<file path="config.mk">
export PLATFORM = sky130hd
export DESIGN_NAME = idma_evt_tracker
export DESIGN_NICKNAME = d
export VERILOG_FILES = /design/src/rtl/idma_evt_tracker.sv
export SDC_FILE = /design/constraint.sdc
export NUM_CORES = 1
export LEC_CHECK = 0
export ABC_CLOCK_PERIOD_IN_PS = 1700
export CAP_MARGIN = 20
export CELL_PAD_IN_SITES_DETAIL_PLACEMENT = 0
export CELL_PAD_IN_SITES_GLOBAL_PLACEMENT = 1
export CORE_MARGIN = 2
export CORE_UTILIZATION = 34
export CTS_CLUSTER_SIZE = 40
export DETAILED_ROUTE_END_ITERATION = 7
export GPL_TIMING_DRIVEN = 0
export PLACE_DENSITY_LB_ADDON = 0.1
export SLEW_MARGIN = 20
export SYNTH_ARGS = -nofsm -noshare
export SYNTH_HDL_FRONTEND = slang
export SYNTH_SLANG_ARGS = --single-unit
</file>
<file path="constraint.sdc">
create_clock -name clk_i -period 1.7 [get_ports clk_i]
set_input_delay 0.17 -clock clk_i [delete_from_list [all_inputs] [get_ports clk_i]]
set_output_delay 0.17 -clock clk_i [all_outputs]
set_load 0.1 [all_outputs]
</file>
<file path="src/rtl/idma_evt_tracker.sv">
// idma_evt_tracker: per-direction outstanding-transfer tracking for an iDMA
// engine with drain-event pulses, sticky error/overflow flags and a
// wait-until-drained handshake for the core.
module idma_evt_tracker #(
    parameter int unsigned CNT_W = 4
) (
    input  logic             clk_i,
    input  logic             rst_ni,
    input  logic             clear_i,
    input  logic             axi2obi_start_i,
    input  logic             axi2obi_done_i,
    input  logic             axi2obi_error_i,
    input  logic             obi2axi_start_i,
    input  logic             obi2axi_done_i,
    input  logic             obi2axi_error_i,
    input  logic             wait_req_i,
    input  logic [1:0]       wait_dir_i,
    output logic             wait_ack_o,
    output logic             wait_err_o,
    output logic [CNT_W-1:0] axi2obi_cnt_o,
    output logic [CNT_W-1:0] obi2axi_cnt_o,
    output logic             axi2obi_evt_o,
    output logic             obi2axi_evt_o,
    output logic [1:0]       err_sticky_o,
    output logic [1:0]       ovf_sticky_o,
    input  logic [1:0]       err_clr_i
);

    localparam logic [CNT_W-1:0] CNT_MAX  = {CNT_W{1'b1}};
    localparam logic [CNT_W-1:0] CNT_ZERO = {CNT_W{1'b0}};
    localparam logic [CNT_W-1:0] CNT_ONE  = {{(CNT_W-1){1'b0}}, 1'b1};

    localparam logic [1:0] ST_IDLE = 2'd0;
    localparam logic [1:0] ST_WAIT = 2'd1;
    localparam logic [1:0] ST_ACK  = 2'd2;

    // Channel index 0 is AXI2OBI (L2->L1), index 1 is OBI2AXI (L1->L2).
    logic [1:0]            w_start;
    logic [1:0]            w_done;
    logic [1:0]            w_error;
    logic [1:0][CNT_W-1:0] w_cnt;
    logic [1:0]            w_evt;
    logic [1:0]            w_err_sticky;
    logic [1:0]            w_ovf_sticky;
    logic                  w_drained;

    logic [1:0]            r_state;
    logic [1:0]            r_dir;

    assign w_start = {obi2axi_start_i, axi2obi_start_i};
    assign w_done  = {obi2axi_done_i,  axi2obi_done_i};
    assign w_error = {obi2axi_error_i, axi2obi_error_i};

    genvar gi;
    generate
        for (gi = 0; gi < 2; gi++) begin : gen_ch
            logic [CNT_W-1:0] r_cnt;
            logic             r_evt;
            logic             r_err;
            logic             r_ovf;
            logic             w_cmpl;
            logic             w_inc;
            logic             w_dec;
            logic             w_ovf_set;

            // done and error in the same cycle are one completion
            assign w_cmpl    = w_done[gi] | w_error[gi];
            assign w_inc     = w_start[gi] & ~w_cmpl;
            assign w_dec     = w_cmpl & ~w_start[gi];
            assign w_ovf_set = (w_inc & (r_cnt == CNT_MAX)) |
                               (w_dec & (r_cnt == CNT_ZERO));

            // Counter, drain event and sticky flags; a set beats a same-cycle clear
            always_ff @(posedge clk_i) begin
                if (!rst_ni || clear_i) begin
                    r_cnt <= CNT_ZERO;
                    r_evt <= 1'b0;
                    r_err <= 1'b0;
                    r_ovf <= 1'b0;
                end else begin
                    if (w_inc && (r_cnt != CNT_MAX)) begin
                        r_cnt <= r_cnt + CNT_ONE;
                    end else if (w_dec && (r_cnt != CNT_ZERO)) begin
                        r_cnt <= r_cnt - CNT_ONE;
                    end
                    r_evt <= w_dec && (r_cnt == CNT_ONE);
                    r_err <= w_error[gi] | (r_err & ~err_clr_i[gi]);
                    r_ovf <= w_ovf_set   | (r_ovf & ~err_clr_i[gi]);
                end
            end

            assign w_cnt[gi]        = r_cnt;
            assign w_evt[gi]        = r_evt;
            assign w_err_sticky[gi] = r_err;
            assign w_ovf_sticky[gi] = r_ovf;
        end
    endgenerate

    // An unselected channel never holds the wait; dir 2'b00 drains immediately.
    assign w_drained = (~r_dir[0] | (w_cnt[0] == CNT_ZERO)) &
                       (~r_dir[1] | (w_cnt[1] == CNT_ZERO));

    // Wait handshake FSM: capture direction in IDLE, hold until drained, ack once
    always_ff @(posedge clk_i) begin
        if (!rst_ni || clear_i) begin
            r_state <= ST_IDLE;
            r_dir   <= 2'b00;
        end else begin
            case (r_state)
                ST_IDLE: begin
                    if (wait_req_i) begin
                        r_state <= ST_WAIT;
                        r_dir   <= wait_dir_i;
                    end
                end
                ST_WAIT: begin
                    if (w_drained) begin
                        r_state <= ST_ACK;
                    end
                end
                ST_ACK:  r_state <= ST_IDLE;
                default: r_state <= ST_IDLE;
            endcase
        end
    end

    assign wait_ack_o    = (r_state == ST_ACK);
    assign wait_err_o    = (r_state == ST_ACK) & |(r_dir & w_err_sticky);
    assign axi2obi_cnt_o = w_cnt[0];
    assign obi2axi_cnt_o = w_cnt[1];
    assign axi2obi_evt_o = w_evt[0];
    assign obi2axi_evt_o = w_evt[1];
    assign err_sticky_o  = w_err_sticky;
    assign ovf_sticky_o  = w_ovf_sticky;

endmodule
</file>
==> key figures <==
Outcome
  • Outcome: finished, violations left
  • Violated checks: design-rule violations

Setup path
  • Slowest stage delay, CP: 0.82 ns
  • WP buf/inv: 1
  • Max FO, Critical Path: 5
  • Worst Path Required: 1.53 ns
  • Critical path class: flip-flop to output port
  • Max stage delay cell, worst path: clkdlybuf4s15_1
  • Crit path launch type: flip-flop
  • Worst-path cell chain: clkdlybuf4s15_1
  • Critical path's top delay family: buffers and inverters
  • Crit path DAT: 1.48 ns
  • Setup crit end kind: output port

Die
  • Cell row count: 19
  • Horiz. Die Dim: 58.9 um
  • Die area: 0.00347 mm^2
  • Starting Density: 36.5%
  • Top-level I/O count: 30
  • Chip height: 58.9 um
  • Core area: 0.00281 mm^2

Min path
  • Worst hold path class: input pin to flip-flop

CTS
  • Postcts setup bufs: 0
  • Max Buffers Root-to-Sink: 2
  • Worst-Skew Late Latency: 0.29 ns
  • TritonCTS Buffers: 3
  • CTS tree: done
  • Htree depth: 1
  • Clock net sink count: 18
  • Clock Tree Root: clkbuf_4
  • Hold-fix buffers, CTS: 0
  • Clock transition at path regs: 0.11 ns

STA
  • Fin crit share: 97.3%
  • Slew margin rel.: 36.2%
  • RSZ-0062 raised after global routing: no
  • Max Fclk: 604 MHz
  • Slew Viols, Final: 0
  • Worst-Margin Slew: 0.960 ns
  • Fin crit period: 1.65 ns
  • Final setup viols: 0
  • Layout Skew: 0.00321 ns
  • Fin. Hold Viols: 0
  • Setup TNS: 0 ns

Routing
  • DR iter-0 viols: 17
  • DR top layer: met4
  • DRC errors left: 2
  • Met3 routed WL: 127 um
  • DR vias/cell: 5.10
  • Final ANT Viol Nets: 0
  • WL met2: 962 um
  • Detailed Route WL: 2230 um
  • Met1 WL: 1130 um
  • Drt wl/cell: 12.4 um
  • DRT Pass-1 Iters: 6
  • DR vias: 918

Power
  • Total power per unit cell area: 672 mW/mm^2
  • Lkg Pwr: 0.000569 uW
  • VDD IR max: 0.000362 V
  • Power Total: 957 uW

Synthesis
  • Netlist cell types: 35
  • Register bit total from synthesis: 18
  • Synth Instances: 116
  • Mapped Nets: 137
  • Avg Cell Area, Syn: 8.82 um^2
  • Warnings from Yosys: 0
  • Mapped Area: 0.00102 mm^2
  • Share of synthesized area occupied by flip-flops and latches: 35.2%

Cells and area
  • Most frequent cells in the layout: clkdlybuf4s50_1, nor2_1, dfxtp_1, clkdlybuf4s15_2
  • Nets@finish: 171
  • Commonest non-fill, non-tap cell in the layout: clkdlybuf4s50_1
  • Share of cells above drive strength 1: 28.2%
  • Area Growth Syn to Fin: 39.1%
  • Ant diodes: 0

Placement
  • Placer Congestion: 0.823
  • IO Port Bufs: 29
  • Dpl hpwl: 1700 um

Global route
  • Vias in the first global route: 830
  • Congestion Overflow GR: 0
  • Global-route wire length before repair: 3570 um
  • GRT Total Usage: 13.3%
  • Largest net degree at the start of global routing: 11
  • Antenna violations before repair: 0

Job
  • Maxcap violations: 0
==> cell families (layout without fill, tap and decap cells) <==
kind of cell / count (synthesis) / after routing / synth area share (%)
adder cells (fa/ha/maj): 7 / 7 / 8.56
AND/OR/NAND/NOR: 50 / 50 / 29.1
buffers and inverters: 11 / 44 / 5.50
flip-flops: 18 / 18 / 35.2
multiplexers: 5 / 5 / 5.01
AO/OA/AOI/OAI: 25 / 25 / 16.6
==> synthesized netlist by cell type (all sizes together) <==
library cell	count	share of area [%]
dfxtp	18	35
nor2	11	4.8
nor3	11	6.8
ha	7	8.6
a21oi	6	2.9
inv	6	2.2
buf	5	3.3
nor2b	5	3.1
o21a	5	3.7
and3	4	2.6
mux2i	4	3.9
nand2	4	1.5
nand3	4	2.0
o21ai	4	2.0
a22oi	3	2.7
a211oi	2	1.5
nand2b	2	1.2
nor3b	2	2.0
nor4	2	1.2
or3	2	1.2
or3b	2	2.0
a2111oi	1	0.86
a211o	1	0.86
a32oi	1	0.86
mux2	1	1.1
o21bai	1	0.73
o22ai	1	0.61
or2b	1	0.86
==> flip-flops by register name, summed over array words and instances (netlist names) <==
| signal | flops |
|---|---|
| gen_ch.r_ovf | 2 |
| obi2axi_cnt_o | 4 |
| r_state | 2 |
| obi2axi_evt_o | 1 |
| r_dir | 2 |
| axi2obi_cnt_o | 4 |
| axi2obi_evt_o | 1 |
| gen_ch.r_err | 2 |
==> per-stage QoR <==
step / util [%] / hold WS, ns / cell area [um^2] / cells / worst slack (ns)
5_1_grt: 50.8 / 0.516 / 1420 / 180 / 0.00966
6_report: 50.8 / 0.491 / 1420 / 180 / 0.0453
3_5_place_dp: 49.6 / 0.495 / 1390 / 176 / -0.232
4_1_cts: 51.3 / 0.491 / 1440 / 180 / 0.00675
2_1_floorplan: - / 0.287 / 1060 / 116 / -0.0105
3_3_place_gp: 49.6 / 0.484 / 1390 / 176 / -0.226
==> timing repair <==
item                                    CTS  global route
endpoints found under the setup margin   16             3
pin swaps                                 0             0
resized for setup                        42             3
hold endpoints to repair                  0             0
==> final timing paths <==
check / start / endpoint / slack, ns / depth (start not counted)
min reg2reg: axi2obi_cnt_o[2] / axi2obi_cnt_o[2] / 0.53 / 2
max reg2reg: obi2axi_cnt_o[1] / obi2axi_cnt_o[1] / 0.14 / 6
max: obi2axi_cnt_o[1] / obi2axi_cnt_o[1] / 0.05 / 1
min: wait_dir_i[0] / r_dir[0] / 0.49 / 3
==> power breakdown <==
group	switching, uW	internal (uW)
Combinational	150	88.2
Clock	140	130
Sequential	16.2	433
==> cell type report <==
| type | count | area, um^2 |
|---|---|---|
| multi-input cells | 87 | 627 |
| plain buffers | 5 | 33.8 |
| fillers | 278 | 1380 |
| well taps | 31 | 38.8 |
| inverters | 6 | 22.5 |
| clock buffers | 4 | 36.3 |
| flip-flops and latches | 18 | 380 |
| repair buffers | 29 | 285 |
==> routing by layer <==
layer	vias to the layer above	GRT usage (%)
li1	481	-
met1	414	18.3
met2	21	21.3
met3	2	2.20
met4	0	3.90
met5	-	0
Power figures use the tool's default switching activity.
